$ cat config.mk
export PLATFORM = sky130hd
export DESIGN_NAME = fetch_unit_flat
export DESIGN_NICKNAME = d
export VERILOG_FILES = /design/src/rtl/fetch_unit_if.sv /design/src/rtl/fetch_unit.sv /design/src/flat_wrapper.sv
export SDC_FILE = /design/constraint.sdc
export NUM_CORES = 1
export LEC_CHECK = 0
export ABC_AREA = 1
export BUFFER_PORTS_ARGS = -buffer_cell sky130_fd_sc_hd__buf_2
export CAP_MARGIN = 20
export CORE_MARGIN = 2
export CORE_UTILIZATION = 50
export CTS_BUF_LIST = sky130_fd_sc_hd__clkbuf_8
export DETAILED_ROUTE_END_ITERATION = 8
export PLACE_DENSITY = 0.82
export SLEW_MARGIN = 0
export SYNTH_ARGS = -nofsm -noshare
export SYNTH_HDL_FRONTEND = slang
export SYNTH_SLANG_ARGS = --single-unit
$ cat constraint.sdc
create_clock -name clk -period 1.62 [get_ports clk]
set_clock_uncertainty 0.1 [all_clocks]
set_input_delay 0.162 -clock clk [delete_from_list [all_inputs] [get_ports clk]]
set_output_delay 0.162 -clock clk [all_outputs]
set_load 0.005 [all_outputs]
$ cat src/rtl/fetch_unit_if.sv
// Bundle of the fetch stage's memory bus and control-unit handshake.
// Handshake: inst_valid high means inst/pc are valid and stable; the control
// unit retires the instruction by pulsing done for one cycle while inst_valid
// is high, and inst_valid drops the cycle after done is sampled.
interface fetch_unit_if #(
  parameter int ADDR_W = 8
);
  logic [ADDR_W-1:0] mem_addr;
  logic              mem_en;
  logic [15:0]       mem_rdata;
  logic              stall;
  logic              done;
  logic              jump_en;
  logic [ADDR_W-1:0] jump_addr;
  logic [15:0]       inst;
  logic              inst_valid;
  logic [ADDR_W-1:0] pc;
  logic              halted;
  logic [15:0]       retired;

  // Fetch-unit side.
  modport master (
    output mem_addr, mem_en, inst, inst_valid, pc, halted, retired,
    input  mem_rdata, stall, done, jump_en, jump_addr
  );

  // Environment side (memory + control unit).
  modport slave (
    input  mem_addr, mem_en, inst, inst_valid, pc, halted, retired,
    output mem_rdata, stall, done, jump_en, jump_addr
  );
endinterface

$ cat src/rtl/fetch_unit.sv
// BittyPro instruction fetch stage: holds the PC, reads one instruction from
// a synchronous-read memory, presents it stable until the control unit
// retires it, then advances (sequentially or by jump) or halts.
module fetch_unit #(
  parameter int          ADDR_W    = 8,
  parameter logic [15:0] HALT_INST = 16'hFFFF
) (
  input  logic         clk,
  input  logic         reset,
  fetch_unit_if.master bus,
  output logic [1:0]   state_dbg
);

  typedef enum logic [1:0] {
    S_FETCH = 2'd0,
    S_WAIT  = 2'd1,
    S_HOLD  = 2'd2,
    S_HALT  = 2'd3
  } state_t;

  state_t            state, state_nxt;
  logic              capture;
  logic              retire;
  logic              read_en;
  logic [ADDR_W-1:0] pc_q;
  logic [15:0]       inst_q;
  logic              inst_valid_q;
  logic              halted_q;
  logic [15:0]       retired_q;

  // State register; reset always returns to FETCH.
  always_ff @(posedge clk) begin
    if (reset) state <= S_FETCH;
    else       state <= state_nxt;
  end

  // Next-state decode plus the combinational memory strobe.
  always_comb begin
    state_nxt = state;
    read_en   = 1'b0;
    capture   = 1'b0;
    retire    = 1'b0;
    case (state)
      S_FETCH: begin
        if (!bus.stall) begin
          read_en   = 1'b1;
          state_nxt = S_WAIT;
        end
      end
      S_WAIT: begin
        // Read already issued; stall no longer matters here.
        capture   = 1'b1;
        state_nxt = S_HOLD;
      end
      S_HOLD: begin
        if (bus.done) begin
          retire    = 1'b1;
          state_nxt = (inst_q == HALT_INST) ? S_HALT : S_FETCH;
        end
      end
      S_HALT: begin
        state_nxt = S_HALT;
      end
      default: state_nxt = S_FETCH;
    endcase
    // Keep the memory quiet while reset is asserted.
    if (reset) read_en = 1'b0;
  end

  // Datapath registers: PC, instruction latch, flags and retire counter.
  always_ff @(posedge clk) begin
    if (reset) begin
      pc_q         <= '0;
      inst_q       <= 16'h0000;
      inst_valid_q <= 1'b0;
      halted_q     <= 1'b0;
      retired_q    <= 16'h0000;
    end else begin
      if (capture) begin
        inst_q       <= bus.mem_rdata;
        inst_valid_q <= 1'b1;
      end
      if (retire) begin
        inst_valid_q <= 1'b0;
        retired_q    <= retired_q + 16'd1;
        if (inst_q == HALT_INST) halted_q <= 1'b1;
        else if (bus.jump_en)    pc_q     <= bus.jump_addr;
        else                     pc_q     <= pc_q + 1'b1;
      end
    end
  end

  assign bus.mem_en     = read_en;
  assign bus.mem_addr   = reset ? '0 : pc_q;
  assign bus.inst       = inst_q;
  assign bus.inst_valid = inst_valid_q;
  assign bus.pc         = pc_q;
  assign bus.halted     = halted_q;
  assign bus.retired    = retired_q;
  assign state_dbg      = state;

endmodule
$ cat src/flat_wrapper.sv
// flat-port wrapper written by rule: the top's interface ports become plain ports
module fetch_unit_flat 
#(
  parameter int          ADDR_W    = 8,
  parameter logic [15:0] HALT_INST = 16'hFFFF
)
  (clk, reset, state_dbg, bus_mem_addr, bus_mem_en, bus_inst, bus_inst_valid, bus_pc, bus_halted, bus_retired, bus_mem_rdata, bus_stall, bus_done, bus_jump_en, bus_jump_addr);
  fetch_unit_if #(.ADDR_W(ADDR_W)) bus_i ();
  input  logic clk;
  input  logic reset;
  output logic [1:0] state_dbg;
  output wire logic [$bits(bus_i.mem_addr)-1:0] bus_mem_addr;
  output wire logic [$bits(bus_i.mem_en)-1:0] bus_mem_en;
  output wire logic [$bits(bus_i.inst)-1:0] bus_inst;
  output wire logic [$bits(bus_i.inst_valid)-1:0] bus_inst_valid;
  output wire logic [$bits(bus_i.pc)-1:0] bus_pc;
  output wire logic [$bits(bus_i.halted)-1:0] bus_halted;
  output wire logic [$bits(bus_i.retired)-1:0] bus_retired;
  input wire logic [$bits(bus_i.mem_rdata)-1:0] bus_mem_rdata;
  input wire logic [$bits(bus_i.stall)-1:0] bus_stall;
  input wire logic [$bits(bus_i.done)-1:0] bus_done;
  input wire logic [$bits(bus_i.jump_en)-1:0] bus_jump_en;
  input wire logic [$bits(bus_i.jump_addr)-1:0] bus_jump_addr;
  assign bus_mem_addr = bus_i.mem_addr;
  assign bus_mem_en = bus_i.mem_en;
  assign bus_inst = bus_i.inst;
  assign bus_inst_valid = bus_i.inst_valid;
  assign bus_pc = bus_i.pc;
  assign bus_halted = bus_i.halted;
  assign bus_retired = bus_i.retired;
  assign bus_i.mem_rdata = bus_mem_rdata;
  assign bus_i.stall = bus_stall;
  assign bus_i.done = bus_done;
  assign bus_i.jump_en = bus_jump_en;
  assign bus_i.jump_addr = bus_jump_addr;
  fetch_unit #(.ADDR_W(ADDR_W), .HALT_INST(HALT_INST)) u_core (.clk(clk), .reset(reset), .bus(bus_i), .state_dbg(state_dbg));
endmodule
==> results of run 1 <==
==> through the flow <==
stage / setup TNS (ns) / instance area (µm²) / utilization
2_1_floorplan: 0 / 2150 / -
3_3_place_gp: 0 / 2660 / 0.656
3_5_place_dp: 0 / 2660 / 0.656
4_1_cts: 0 / 2910 / 0.718
5_1_grt: -0.00525 / 2950 / 0.728
6_report: 0 / 2950 / 0.728
==> timing repair <==
item | in CTS | in global routing
hold buffers | 13 | 0
endpoints found under the setup margin | 1 | 12
endpoints found under the hold margin | 13 | 0
buffers inserted | 0 | 1
resized for setup | 1 | 8
==> metal layers <==
metal / share of wire / vias to the layer above / wire length [µm]
met5: 0 / - / 0
met3: 0.075 / 8 / 438
met1: 0.43 / 1074 / 2490
li1: - / 1258 / -
met4: 0.013 / 0 / 74
met2: 0.49 / 94 / 2840
==> cells in the final DEF, fill, tap and decap left out, types with 5 or more instances in the layout <==
cell                            Yosys  final
sky130_fd_sc_hd__inv_1             29     29
sky130_fd_sc_hd__clkbuf_8           0      6
sky130_fd_sc_hd__dlygate4sd3_1      0     13
sky130_fd_sc_hd__buf_2              2     81
sky130_fd_sc_hd__nand4_1            8      8
sky130_fd_sc_hd__nor2_2             2      5
sky130_fd_sc_hd__dfxtp_1           44     40
sky130_fd_sc_hd__buf_4              0     10
sky130_fd_sc_hd__nand2_1           81     81
sky130_fd_sc_hd__nor2_1            76     73
sky130_fd_sc_hd__a21oi_1           18     18
sky130_fd_sc_hd__nand3_1           15     15
sky130_fd_sc_hd__o21ai_0           24     24
==> registers in the layout (all words and copies together) (netlist names) <==
name	count
u_core.bus.halted	1
u_core.state_dbg	2
u_core.bus.inst	16
u_core.bus.retired	16
u_core.bus.pc	8
u_core.bus.inst_valid	1
==> cell families (layout without fill, tap and decap cells) <==
family / count (synthesis) / count (layout) / share of synthesized area
adders and majority gates: 2 / 2 / 0.0116
AOI/OAI and AO/OA: 50 / 50 / 0.122
xor gates and xnor gates: 3 / 3 / 0.0122
DFF: 44 / 44 / 0.410
buffers and inverters: 41 / 146 / 0.0733
and+or+nand+nor: 190 / 190 / 0.371
==> worst min path at each step <==
stage | start | end | slack [ns] | depth (start not counted)
2_1_floorplan | bus_mem_rdata[0] | u_core.bus.inst[0]$_SDFFE_PP0N_ | 0.20 | 2
3_5_place_dp | bus_mem_rdata[8] | u_core.bus.inst[8]$_SDFFE_PP0N_ | 0.29 | 3
4_1_cts | bus_mem_rdata[9] | u_core.bus.inst[9]$_SDFFE_PP0N_ | 0.004 | 3
3_3_place_gp | bus_mem_rdata[15] | u_core.bus.inst[15]$_SDFFE_PP0N_ | 0.28 | 3
6_report | bus_mem_rdata[11] | u_core.bus.inst[11]$_SDFFE_PP0N_ | 0.006 | 3
5_1_grt | bus_mem_rdata[11] | u_core.bus.inst[11]$_SDFFE_PP0N_ | 0.02 | 3
==> layout make-up <==
type	count	share of cell area
inverters	33	0.0424
repair buffers	105	0.213
clock inverters	2	0.0131
multi-input cells	245	0.381
well taps	50	0.0212
flip-flops and latches	44	0.301
clock buffers	6	0.0280
==> power by group through the flow <==
stage / logic (mW) / registers, mW / clock network [mW]
final: 0.262 / 1.15 / 0.888
after global routing: 0.295 / 1.16 / 0.945
after CTS: 0.252 / 1.15 / 0.901
after detailed placement: 0.227 / 1.18 / 0
after global placement: 0.222 / 1.18 / 0
after floorplan: 0.111 / 1.18 / 0
==> worst min-delay path, stage by stage <==
cell and delay (ns):
sky130_fd_sc_hd__buf_2 0.08, sky130_fd_sc_hd__nor2_1 0.04, sky130_fd_sc_hd__nor2_1 0.09
==> metrics.txt, run 1 <==
# TYPE chip_impl_metric gauge
chip_impl_info{name="run_status",value="finished, final reports clean"} 1
chip_impl_metric{name="critPathBufInv",unit=""} 2
chip_impl_info{name="timing.rr.end",value="u_core.bus.retired[13]$_SDFFE_PP0P_"} 1
chip_impl_metric{name="ctsLongestPathBuffers",unit=""} 2
chip_impl_metric{name="cap_violations",unit=""} 0
chip_impl_metric{name="yosys_register_bits",unit=""} 44
chip_impl_metric{name="floorplan.rows",unit=""} 23
chip_impl_metric{name="drive_gt1_frac",unit=""} 0.269
chip_impl_metric{name="synthesis.instances",unit=""} 330
chip_impl_metric{name="rrSetupSlack",unit="ns"} 0.16
chip_impl_metric{name="area_growth_syn_to_layout",unit="%"} 37.4
chip_impl_metric{name="power.share.clock",unit=""} 0.385
chip_impl_metric{name="detail_route.drc_violations",unit=""} 0
chip_impl_metric{name="total_leakage_power",unit="nW"} 1.40
chip_impl_info{name="endpoint_kind",value="primary output"} 1
chip_impl_metric{name="worst_path_largest_cell_delay",unit="ns"} 0.37
chip_impl_metric{name="seq_area_frac_synth",unit=""} 0.410
chip_impl_metric{name="standard_cell_core_area",unit="mm²"} 0.00406
chip_impl_info{name="worst-setup-path-type",value="flop to primary output"} 1
chip_impl_metric{name="fillCellCount",unit=""} 333
chip_impl_metric{name="syn-cell-area",unit="mm²"} 0.00215
chip_impl_metric{name="worst_supply_voltage_drop_on_vdd",unit="µV"} 658
chip_impl_metric{name="drt-vias-per-instance",unit=""} 5.02
chip_impl_metric{name="hpwlAfterDp",unit="mm"} 4.02
chip_impl_metric{name="io_buffers",unit=""} 81
chip_impl_metric{name="grt_first_pass_wirelength",unit="mm"} 9.62
chip_impl_metric{name="via_count_of_the_first_global_routing_pass",unit=""} 2258
chip_impl_info{name="critPathLaunch",value="u_core.state_dbg[1]$_SDFFE_PP0P_"} 1
chip_impl_metric{name="timing.final.setup_violations",unit=""} 0
chip_impl_metric{name="initial_core_util",unit=""} 0.530
chip_impl_metric{name="gr-usage-met3",unit=""} 0.0596
chip_impl_metric{name="floorplan.io_pins",unit=""} 82
chip_impl_metric{name="switching_share",unit=""} 0.240
chip_impl_metric{name="globalRouteMet1Util",unit=""} 0.287
chip_impl_info{name="critical_path.cell_chain",value="nor2_2 > inv_1 > or2_2 > nor2_1 > buf_2"} 1
chip_impl_info{name="critical_path_s_slowest_cell",value="sky130_fd_sc_hd__dfxtp_4"} 1
chip_impl_metric{name="regArea",unit="µm²"} 888
chip_impl_metric{name="routed_wl",unit="mm"} 5.84
chip_impl_metric{name="die_w",unit="µm"} 69.6
chip_impl_metric{name="count_of_distinct_cell_types_in_the_synthesized_netlist",unit=""} 30
chip_impl_metric{name="cell_depth_of_the_worst_setup_path",unit=""} 5
chip_impl_metric{name="critical_path_required",unit="ns"} 1.36
chip_impl_metric{name="setup_slack",unit="ns"} 0.0580
chip_impl_metric{name="clk_transition_reported_paths",unit="ns"} 0.09
chip_impl_metric{name="max-slew-margin-rel",unit=""} 0.664
chip_impl_info{name="cp_top_family",value="simple AND/OR/NAND/NOR gates"} 1
chip_impl_metric{name="drtIter0Drc",unit=""} 117
chip_impl_metric{name="post-place-cells",unit=""} 463
chip_impl_info{name="setup.worst_path.end",value="bus_mem_en"} 1
chip_impl_info{name="hold_path_class",value="input port to flop"} 1
chip_impl_metric{name="total_power",unit="mW"} 2.30
chip_impl_metric{name="global_route.overflow_total",unit=""} 0
chip_impl_metric{name="async_reset_ff_frac",unit=""} 0
chip_impl_info{name="cts_root_buf",value="sky130_fd_sc_hd__clkbuf_8"} 1
chip_impl_metric{name="finalNonFillerCells",unit=""} 485
chip_impl_metric{name="ys.warnings.count",unit=""} 0
chip_impl_metric{name="multi_input_comb_area",unit="mm²"} 0.00113
chip_impl_metric{name="hold_violations",unit=""} 0
chip_impl_metric{name="antennaDiodeCount",unit=""} 0
chip_impl_info{name="synthFlopType",value="sky130_fd_sc_hd__dfxtp_1"} 1
chip_impl_metric{name="routabilityCongestion",unit=""} 0.845
chip_impl_metric{name="synth_nets",unit=""} 361
chip_impl_metric{name="cp_data_arrival_time",unit="ns"} 1.30
chip_impl_metric{name="power_report.internal_total",unit="mW"} 1.75
chip_impl_metric{name="fraction_of_post_synthesis_cell_area_in_the_top_cell_type_by_area",unit=""} 0.410
chip_impl_info{name="most_frequent_cells_after_synthesis",value="sky130_fd_sc_hd__nand2_1, sky130_fd_sc_hd__nor2_1, sky130_fd_sc_hd__dfxtp_1"} 1
chip_impl_info{name="cts_tree",value="built"} 1
chip_impl_info{name="post-synth-top-area-cell",value="sky130_fd_sc_hd__dfxtp_1"} 1
chip_impl_metric{name="tritoncts.num_buffers",unit=""} 5
chip_impl_metric{name="worst_margin_slew",unit="ns"} 0.503
chip_impl_metric{name="final-max-slew-violation-count",unit=""} 0
chip_impl_metric{name="synth_area_per_inst",unit="µm²"} 6.51
chip_impl_metric{name="critPathMaxFanout",unit=""} 3
chip_impl_metric{name="worstRegToRegCells",unit=""} 8
chip_impl_metric{name="die_height",unit="µm"} 69.6
chip_impl_info{name="synthTopCellsByArea",value="sky130_fd_sc_hd__dfxtp_1, sky130_fd_sc_hd__nand2_1, sky130_fd_sc_hd__nor2_1"} 1
chip_impl_metric{name="finalNetCount",unit=""} 465
chip_impl_metric{name="all_layer_global_routing_usage",unit=""} 0.243
chip_impl_metric{name="grt_use_met2",unit=""} 0.425
chip_impl_metric{name="antenna_found_initial",unit=""} 0
chip_impl_info{name="synthMostInstantiatedCell",value="sky130_fd_sc_hd__nand2_1"} 1
chip_impl_metric{name="cts-htree-levels",unit=""} 2
chip_impl_info{name="critPathLaunchType",value="flop"} 1
chip_impl_metric{name="drt-pass1-iter-count",unit=""} 4
chip_impl_metric{name="route.vias.total",unit=""} 2434
chip_impl_metric{name="holdWs",unit="ns"} 0.00580
chip_impl_info{name="r2r_start",value="u_core.state_dbg[1]$_SDFFE_PP0P_"} 1
chip_impl_metric{name="power-per-cell-area",unit="mW/mm²"} 780
chip_impl_metric{name="worst_setup_slack_after_placement",unit="ns"} 0.121
chip_impl_metric{name="sequentialPowerShare",unit=""} 0.501
chip_impl_metric{name="ant_nets",unit=""} 0
chip_impl_metric{name="grt_max_degree",unit=""} 27
chip_impl_metric{name="switching_power",unit="mW"} 0.553
chip_impl_metric{name="design.die.area",unit="mm²"} 0.00484
chip_impl_metric{name="final.period_utilization",unit=""} 0.964
chip_impl_metric{name="share_comb_of_total_power",unit=""} 0.114
chip_impl_info{name="grt_busiest_layer",value="met2"} 1
chip_impl_metric{name="insertion_delay",unit="ns"} 0.30
chip_impl_metric{name="cts.sinks",unit=""} 44
chip_impl_metric{name="drt-wirelength-per-cell",unit="µm"} 12.0
chip_impl_metric{name="finalCriticalPeriod",unit="ns"} 1.56
chip_impl_metric{name="maxClockFrequency",unit="GHz"} 0.640
chip_impl_metric{name="synth-edff-count",unit=""} 0
Power figures use the tool's default switching activity.
==> run 2, diff against run 1 <==
Clock period 1.62 ns to 1.65 ns, I/O delays scaled along.
==> run 2 against run 1 <==
  * Global-route usage is 0.37 points higher
  * Utilization is 0.49 points higher
  * Combinational power is 4% lower
  * Worst setup slack better by 0.016 ns
  * Cell count is 0.21% higher
  * Wire length is 2.2% lower
  * First-iteration DRC count is 21% higher
==> metrics.txt, run 2 (synthesis gave the netlist of run 1 again) <==
# TYPE chip_impl_metric gauge
chip_impl_info{name="endpoint_kind",value="primary output"} 1
chip_impl_metric{name="total_power",unit="mW"} 2.53
chip_impl_metric{name="routabilityCongestion",unit=""} 0.825
chip_impl_metric{name="io_buffers",unit=""} 81
chip_impl_metric{name="worst_margin_slew",unit="ns"} 0.490
chip_impl_info{name="mostFrequentLayoutCells",value="sky130_fd_sc_hd__nand2_1, sky130_fd_sc_hd__buf_2, sky130_fd_sc_hd__nor2_1"} 1
chip_impl_metric{name="rrSetupSlack",unit="ns"} 0.17
chip_impl_metric{name="die_height",unit="µm"} 69.6
chip_impl_metric{name="antennaDiodeCount",unit=""} 0
chip_impl_info{name="critPathLaunchType",value="flop"} 1
chip_impl_metric{name="power-per-cell-area",unit="mW/mm²"} 850
chip_impl_metric{name="floorplan.rows",unit=""} 23
chip_impl_info{name="run_status",value="finished, final reports clean"} 1
chip_impl_metric{name="cp_data_arrival_time",unit="ns"} 1.31
chip_impl_metric{name="routed_wl",unit="mm"} 5.71
chip_impl_info{name="r2r_start",value="u_core.state_dbg[1]$_SDFFE_PP0P_"} 1
chip_impl_metric{name="standard_cell_core_area",unit="mm²"} 0.00406
chip_impl_metric{name="final-max-slew-violation-count",unit=""} 0
chip_impl_metric{name="dpl-instance-area",unit="mm²"} 0.00266
chip_impl_info{name="rsz0062_at_grt",value="yes"} 1
chip_impl_metric{name="clk_transition_reported_paths",unit="ns"} 0.09
chip_impl_metric{name="worstRegToRegCells",unit=""} 8
chip_impl_metric{name="critPathMaxFanout",unit=""} 5
chip_impl_metric{name="finalCriticalPeriod",unit="ns"} 1.58
chip_impl_metric{name="cts.sinks",unit=""} 44
chip_impl_metric{name="area_growth_syn_to_layout",unit="%"} 38.4
chip_impl_metric{name="via_count_of_the_first_global_routing_pass",unit=""} 2214
chip_impl_metric{name="ant_nets",unit=""} 0
chip_impl_metric{name="detail_route.drc_violations",unit=""} 0
chip_impl_metric{name="fillCellCount",unit=""} 323
chip_impl_metric{name="maxClockFrequency",unit="GHz"} 0.634
chip_impl_metric{name="regArea",unit="µm²"} 886
chip_impl_metric{name="cts-htree-levels",unit=""} 2
chip_impl_metric{name="grt_max_degree",unit=""} 28
chip_impl_metric{name="drt-pass1-iter-count",unit=""} 4
chip_impl_metric{name="grt_first_pass_wirelength",unit="mm"} 9.89
chip_impl_metric{name="timing.final.setup_violations",unit=""} 0
chip_impl_metric{name="drive_gt1_frac",unit=""} 0.259
chip_impl_info{name="timing.critical_path.mode_cell",value="sky130_fd_sc_hd__nor2_1"} 1
chip_impl_metric{name="insertion_delay",unit="ns"} 0.31
chip_impl_metric{name="global_route.overflow_total",unit=""} 0
chip_impl_metric{name="cap_violations",unit=""} 0
chip_impl_metric{name="drt-vias-per-instance",unit=""} 4.93
chip_impl_metric{name="all_layer_global_routing_usage",unit=""} 0.246
chip_impl_info{name="setup.worst_path.end",value="bus_mem_en"} 1
chip_impl_metric{name="layout.core_utilization",unit=""} 0.733
chip_impl_metric{name="initial_core_util",unit=""} 0.530
chip_impl_info{name="cts_tree",value="built"} 1
chip_impl_metric{name="total_leakage_power",unit="nW"} 1.42
chip_impl_info{name="timing.rr.end",value="u_core.bus.retired[13]$_SDFFE_PP0P_"} 1
chip_impl_info{name="critical_path_s_slowest_cell",value="sky130_fd_sc_hd__dfxtp_4"} 1
chip_impl_metric{name="finalNetCount",unit=""} 466
chip_impl_metric{name="max-slew-margin-rel",unit=""} 0.673
chip_impl_metric{name="critical_path_required",unit="ns"} 1.38
chip_impl_metric{name="die_w",unit="µm"} 69.6
chip_impl_info{name="critPathLaunch",value="u_core.state_dbg[1]$_SDFFE_PP0P_"} 1
chip_impl_metric{name="multi_input_comb_area",unit="mm²"} 0.00111
chip_impl_info{name="critical_path.cell_chain",value="nor2_1 > inv_1 > or2_2 > nor2_1 > buf_2"} 1
chip_impl_metric{name="route.vias.total",unit=""} 2394
chip_impl_metric{name="worst_path_largest_cell_delay",unit="ns"} 0.37
chip_impl_metric{name="antenna_found_initial",unit=""} 0
chip_impl_metric{name="tritoncts.num_buffers",unit=""} 5
chip_impl_info{name="cts_root_buf",value="sky130_fd_sc_hd__clkbuf_8"} 1
chip_impl_metric{name="design.die.area",unit="mm²"} 0.00484
chip_impl_info{name="worst-setup-path-type",value="flop to primary output"} 1
chip_impl_metric{name="final.period_utilization",unit=""} 0.955
chip_impl_metric{name="final_design_area_no_fill",unit="mm²"} 0.00297
chip_impl_metric{name="hold_violations",unit=""} 0
chip_impl_metric{name="hpwlAfterDp",unit="mm"} 3.93
chip_impl_metric{name="holdWs",unit="ns"} 0.00609
chip_impl_info{name="hold_path_class",value="input port to flop"} 1
chip_impl_metric{name="drtIter0Drc",unit=""} 141
chip_impl_metric{name="worst_supply_voltage_drop_on_vdd",unit="µV"} 860
chip_impl_metric{name="drt-wirelength-per-cell",unit="µm"} 11.7
chip_impl_metric{name="ctsLongestPathBuffers",unit=""} 2
chip_impl_metric{name="floorplan.io_pins",unit=""} 82
-- run 2: repair_timing --
action,CTS,global route
endpoints found under the hold margin,13,1
hold buffers,13,1
endpoints found under the setup margin,0,3
setup buffers,0,1
gates resized for setup,0,4
-- run 2: worst min-delay path by stage --
stage	startpoint	to	slack, ns	cells after the start
after global routing	bus_mem_rdata[11]	u_core.bus.inst[11]$_SDFFE_PP0N_	0.02	3
after global placement	bus_mem_rdata[15]	u_core.bus.inst[15]$_SDFFE_PP0N_	0.28	3
after detailed placement	bus_mem_rdata[8]	u_core.bus.inst[8]$_SDFFE_PP0N_	0.29	3
final	bus_mem_rdata[11]	u_core.bus.inst[11]$_SDFFE_PP0N_	0.006	3
after CTS	bus_mem_rdata[3]	u_core.bus.inst[3]$_SDFFE_PP0N_	0.0004	3
after floorplan	bus_mem_rdata[0]	u_core.bus.inst[0]$_SDFFE_PP0N_	0.20	2
-- run 2: critical path: cells and delay by family, from the launching register on --
kind	cells	cell delay, ns
buffers and inverters	2	0.17
flip-flops	1	0.37
AND/OR/NAND/NOR	3	0.46
-- run 2: where the power goes --
group          switching, mW  internal [mW]
clock                  0.382          0.757
sequential            0.0333           1.10
combinational          0.133          0.119
total                  0.548           1.98
-- run 2: cell type report --
| class | instances | share of cell area |
|---|---|---|
| clock buffer | 5 | 0.0231 |
| clock inverter | 3 | 0.0303 |
| timing repair buffer | 106 | 0.211 |
| multi-input combinational | 245 | 0.374 |
| inverter | 33 | 0.0421 |
| sequential | 44 | 0.298 |
| tap | 50 | 0.0210 |
-- run 2: stage by stage --
step                worst slack [ns]  instances  TNS [ns]
floorplan                      0.275        330         0
global placement               0.227        463         0
detailed placement             0.163        463         0
global route                -0.00925        486  -0.00925
CTS                           0.0174        484         0
finish                        0.0736        486         0
-- run 2: metal layers --
layer | up-vias | global-route usage | wire length, µm | part of all wire
met4 | 0 | 0.0588 | 58 | 0.010
met1 | 1057 | 0.313 | 2520 | 0.44
li1 | 1255 | - | - | -
met3 | 7 | 0.0727 | 425 | 0.074
met5 | - | 0 | 0 | 0
met2 | 75 | 0.411 | 2700 | 0.47
